==> config.mk <==
export PLATFORM = sky130hd
export DESIGN_NAME = framebuffer_swap_controller
export DESIGN_NICKNAME = d
export VERILOG_FILES = /design/src/rtl/framebuffer_swap_controller.sv
export SDC_FILE = /design/constraint.sdc
export NUM_CORES = 1
export LEC_CHECK = 0
export ABC_CLOCK_PERIOD_IN_PS = 2900
export BUFFER_PORTS_ARGS = -buffer_cell sky130_fd_sc_hd__buf_2
export CAP_MARGIN = 20
export CORE_UTILIZATION = 40
export CTS_CLUSTER_SIZE = 24
export DETAILED_ROUTE_END_ITERATION = 7
export GPL_TIMING_DRIVEN = 0
export SLEW_MARGIN = 15
export SYNTH_ARGS = -nofsm -noshare
export SYNTH_HDL_FRONTEND = slang
export SYNTH_SLANG_ARGS = --single-unit
==> constraint.sdc <==
create_clock -name clk_rgb -period 2.9 [get_ports clk_rgb]
set_input_delay 0.87 -clock clk_rgb [delete_from_list [all_inputs] [get_ports clk_rgb]]
set_output_delay 0.87 -clock clk_rgb [all_outputs]
set_load 0.01 [all_outputs]
==> src/rtl/framebuffer_swap_controller.sv <==
// Double-buffered framebuffer sequencer: clears the back buffer, hands the
// write port to the renderer, then swaps front/back on the frame-boundary
// pulse once rendering is done. Late frames are counted in missed_frames.
module framebuffer_swap_controller #(
    parameter int                     WIDTH       = 320,
    parameter int                     HEIGHT      = 240,
    parameter int                     COLOR_WIDTH = 12,
    parameter logic [COLOR_WIDTH-1:0] CLEAR_COLOR = 12'h000,
    localparam int                    PIXELS      = WIDTH * HEIGHT,
    localparam int                    ADDR_WIDTH  = $clog2(PIXELS)
) (
    input  logic                   clk_rgb,
    input  logic                   rst,
    input  logic                   swap,
    output logic                   render_start,
    input  logic                   render_done,
    input  logic                   rnd_we,
    input  logic [ADDR_WIDTH-1:0]  rnd_addr,
    input  logic [COLOR_WIDTH-1:0] rnd_data,
    output logic                   fb_we,
    output logic [ADDR_WIDTH-1:0]  fb_addr,
    output logic [COLOR_WIDTH-1:0] fb_data,
    output logic                   fb_sel,
    output logic                   front_sel,
    output logic [7:0]             missed_frames
);

    localparam logic [ADDR_WIDTH-1:0] ADDR_ZERO = ADDR_WIDTH'(0);
    localparam logic [ADDR_WIDTH-1:0] ADDR_ONE  = ADDR_WIDTH'(1);
    localparam logic [ADDR_WIDTH-1:0] ADDR_LAST = ADDR_WIDTH'(PIXELS - 1);

    typedef enum logic [1:0] {
        ST_CLEAR     = 2'd0,
        ST_RENDER    = 2'd1,
        ST_WAIT_SWAP = 2'd2
    } state_t;

    state_t                 r_state;
    logic [ADDR_WIDTH-1:0]  r_cnt;
    logic                   r_front_sel;
    logic                   r_render_start;
    logic [7:0]             r_missed;
    logic                   r_fb_we;
    logic [ADDR_WIDTH-1:0]  r_fb_addr;
    logic [COLOR_WIDTH-1:0] r_fb_data;
    logic                   r_fb_sel;

    state_t                 w_state_nxt;
    logic [ADDR_WIDTH-1:0]  w_cnt_nxt;
    logic                   w_front_nxt;
    logic                   w_start_nxt;
    logic                   w_miss;
    logic [7:0]             w_missed_nxt;
    logic                   w_req_we;
    logic [ADDR_WIDTH-1:0]  w_req_addr;
    logic [COLOR_WIDTH-1:0] w_req_data;

    // Next-state, write-request selection and missed-swap detection.
    always_comb begin
        w_state_nxt = r_state;
        w_cnt_nxt   = r_cnt;
        w_front_nxt = r_front_sel;
        w_start_nxt = 1'b0;
        w_miss      = 1'b0;
        w_req_we    = 1'b0;
        w_req_addr  = r_cnt;
        w_req_data  = CLEAR_COLOR;
        case (r_state)
            ST_CLEAR: begin
                // Clear writes own the port; renderer writes are dropped.
                w_req_we   = 1'b1;
                w_req_addr = r_cnt;
                w_req_data = CLEAR_COLOR;
                w_miss     = swap;
                if (r_cnt == ADDR_LAST) begin
                    w_cnt_nxt   = ADDR_ZERO;
                    w_state_nxt = ST_RENDER;
                    w_start_nxt = 1'b1;
                end else begin
                    w_cnt_nxt = r_cnt + ADDR_ONE;
                end
            end
            ST_RENDER: begin
                // A write in the render_done cycle is still forwarded.
                w_req_we   = rnd_we;
                w_req_addr = rnd_addr;
                w_req_data = rnd_data;
                w_miss     = swap;
                if (render_done) begin
                    w_state_nxt = ST_WAIT_SWAP;
                end else begin
                    w_state_nxt = ST_RENDER;
                end
            end
            ST_WAIT_SWAP: begin
                if (swap) begin
                    w_front_nxt = ~r_front_sel;
                    w_state_nxt = ST_CLEAR;
                    w_cnt_nxt   = ADDR_ZERO;
                end else begin
                    w_state_nxt = ST_WAIT_SWAP;
                end
            end
            default: begin
                w_state_nxt = ST_CLEAR;
                w_cnt_nxt   = ADDR_ZERO;
            end
        endcase

        if (w_miss && (r_missed != 8'hFF)) begin
            w_missed_nxt = r_missed + 8'd1;
        end else begin
            w_missed_nxt = r_missed;
        end
    end

    // Control state: FSM, clear counter, buffer index, start pulse, miss count.
    always_ff @(posedge clk_rgb or posedge rst) begin
        if (rst) begin
            r_state        <= ST_CLEAR;
            r_cnt          <= ADDR_ZERO;
            r_front_sel    <= 1'b0;
            r_render_start <= 1'b0;
            r_missed       <= 8'd0;
        end else begin
            r_state        <= w_state_nxt;
            r_cnt          <= w_cnt_nxt;
            r_front_sel    <= w_front_nxt;
            r_render_start <= w_start_nxt;
            r_missed       <= w_missed_nxt;
        end
    end

    // Back-buffer write port, tagged with the back index of the request cycle.
    always_ff @(posedge clk_rgb or posedge rst) begin
        if (rst) begin
            r_fb_we   <= 1'b0;
            r_fb_addr <= ADDR_ZERO;
            r_fb_data <= {COLOR_WIDTH{1'b0}};
            r_fb_sel  <= 1'b1;
        end else begin
            r_fb_we   <= w_req_we;
            r_fb_addr <= w_req_addr;
            r_fb_data <= w_req_data;
            r_fb_sel  <= ~r_front_sel;
        end
    end

    assign render_start  = r_render_start;
    assign fb_we         = r_fb_we;
    assign fb_addr       = r_fb_addr;
    assign fb_data       = r_fb_data;
    assign fb_sel        = r_fb_sel;
    assign front_sel     = r_front_sel;
    assign missed_frames = r_missed;

endmodule

==> results.cfg <==
[outcome]
outcome = finished, final reports clean

[min_path]
hold_path_depth = 1
hold_path_class = reg -> reg

[routing]
wirelength_um = 5360
vias = 1933
first_iter_violations = 57
wire_per_inst_um = 13.8
drc_errors = 0
via_per_inst = 4.97
dr.pass1.iters = 4
ant_nets = 0

[pwr]
vdd_drop_max_mv = 0.439
p_leak_nw = 1.62
p_per_area_mw_per_mm2 = 751

[clocking]
clock_latency_ps = 340
clock-sinks = 60
clk_pin_slew_ps = 60
hold_buffers = 0
cts_max_level = 3
cts-root-buf = clkbuf_8
numCtsBuffers = 9
post_cts_resized = 0
cts_tree = yes
cts_setup_buffers = 0
clockBufferDepth = 2

[synthesis]
yosys_warnings = 0
synth_area_sq_mm = 0.00258
postSynthAreaPerCell_sq_um = 11.5
synth_seq_cells = 60
yosys.area.top_type = dfrtp_1
syn_inst = 224
yosys-top-cells-area = dfrtp_1 57%, mux2_2 7.0%, and2_1 2.9%, nand3_1 2.9%, nor2_1 2.8%
ys_top_cells_by_count = 59 x dfrtp_1, 19 x nor2_1, 17 x nand2_1
syn_nets = 260
synth.top_cell.area_share_pct = 57.2
synth_enable_flop_cells = 0
ys_types = 41
synth_seq_area_share_pct = 58.2
ys_async_sr_fraction_pct = 100
synthFlopType = dfrtp_1
synth_most_common_cell = dfrtp_1

[worst_setup_path]
critPathCaptureType = flip-flop
r2r_setup_slack_ps = 1090
cp.arrival_ps = 2110
reg2reg_depth = 5
cp_max_fo = 10
path_class = in -> reg
worstPathRequired_ps = 3130
start_kind = primary input

[floorplanning]
core_area_sq_mm = 0.00606
die-area_sq_mm = 0.00678
die_w_um = 82.4
rows = 28
start_util_pct = 42.6
fp.dieH_um = 82.4
ioPinCount = 75

[final_layout]
areaGrowthSynthToFinish_pct = 25.7
final_nets = 345
drive_gt1_share_pct = 37.9
final_cells = 389
antenna_cells = 0

[sta]
finalMaxSlewViolations = 0
rsz0062_at_grt = no
worstMarginPinSlew_ps = 729
setup_viol = 0
skew_ps = 11.1
hold_viol_final = 0
fmax_ghz = 0.533
max_slew_margin_pct = 51.4
period_minus_slack_ps = 1870
tns_ps = 0
period_share_pct = 64.7

[global_routing]
grt_max_degree = 61
grt_pass1_vias = 1784
grt-ovfl-total = 0
antenna_found_initial = 0
track_usage_pct = 17.8
grt_pass1_wl_um = 8610

[placed_design]
dp_cells = 373
gp_congestion = 0.804
io_buffers = 74
hpwl_um = 3730

[run]
max_cap_viol_count = 0
-- critical path, cell delays in order --
cell and delay, ps:
buf_2 120, nor3b_2 430, or2_1 250, buf_2 250, o21ai_0 110, o41ai_1 70
-- logic make-up after synthesis --
group           synth area share [%]
compound gates                  7.07
xor+xnor                        3.73
fa+ha+maj                      0.969
buf+inv                         2.86
flops                           58.2
mux                             7.36
simple gates                    19.8
-- placed cells by master, fill, tap and decap left out, drive strengths merged, types with 2 or more instances in the layout --
| master | instances |
|---|---|
| nor4 | 2 |
| and2 | 12 |
| o21ai | 13 |
| xnor2 | 6 |
| or3 | 3 |
| dfrtp | 59 |
| xor2 | 5 |
| clkbuf | 16 |
| ha | 2 |
| nand3 | 15 |
| nor3 | 3 |
| a21o | 2 |
| nand4 | 5 |
| a21oi | 9 |
| o311ai | 2 |
| mux2 | 16 |
| buf | 78 |
| or2 | 2 |
| nand2 | 17 |
| inv | 9 |
| nor2 | 21 |
| and3 | 3 |
-- sequential cells by signal, indices dropped and copies added (netlist names) --
register       flops
fb_addr           17
r_cnt             17
fb_data           12
missed_frames      8
r_state            2
fb_sel             1
fb_we              1
front_sel          1
render_start       1
-- report_power, final --
group / leakage, nW / internal (mW) / switching, mW / total [mW]
clock network: 0.101 / 0.444 / 0.314 / 0.757
registers: 0.771 / 1.02 / 0.177 / 1.19
logic: 0.749 / 0.244 / 0.243 / 0.487
-- cell type report --
class                   instances  area, sq um
plain buffers                   6         40.0
inverters                       9         36.3
flip-flops and latches         60         1500
clock buffers                  14          163
clock inverters                 2         35.0
repair buffers                 74          370
fillers                       576         2810
well taps                      75         93.8
multi-input cells             149         1010
-- per-layer routing --
| layer | up-vias | share of wire [%] | GRT usage [%] |
|---|---|---|---|
| met1 | 924 | 46 | 23.1 |
| met5 | - | 0 | 0 |
| li1 | 945 | - | - |
| met4 | 0 | 1.9 | 9.47 |
| met3 | 11 | 6.0 | 5.27 |
| met2 | 53 | 46 | 26.5 |
-- per-stage QoR --
| step | setup slack [ps] | util [%] | power, mW | cell area, sq um | hold slack, ps |
|---|---|---|---|---|---|
| after floorplan | 547 | - | 1.49 | 2580 | 459 |
| after global placement | -264 | 50.3 | 1.69 | 3050 | 428 |
| after detailed placement | 668 | 50.3 | 1.70 | 3050 | 425 |
| after CTS | 1020 | 53.6 | 2.47 | 3250 | 445 |
| after global routing | 865 | 53.6 | 2.59 | 3250 | 466 |
| final | 1030 | 53.6 | 2.44 | 3250 | 444 |
-- path summary, 6_finish.rpt --
| check | start | endpoint |
|---|---|---|
| worst min register to register | front_sel | fb_sel |
| worst max-delay path | swap | r_cnt[2] |
| min in group asynchronous | rst | missed_frames[6] |
| max in group asynchronous | rst | fb_data[6] |
| worst min-delay path | front_sel | fb_sel |
| worst max register to register | r_cnt[14] | r_cnt[13] |
Power figures use the tool's default switching activity.
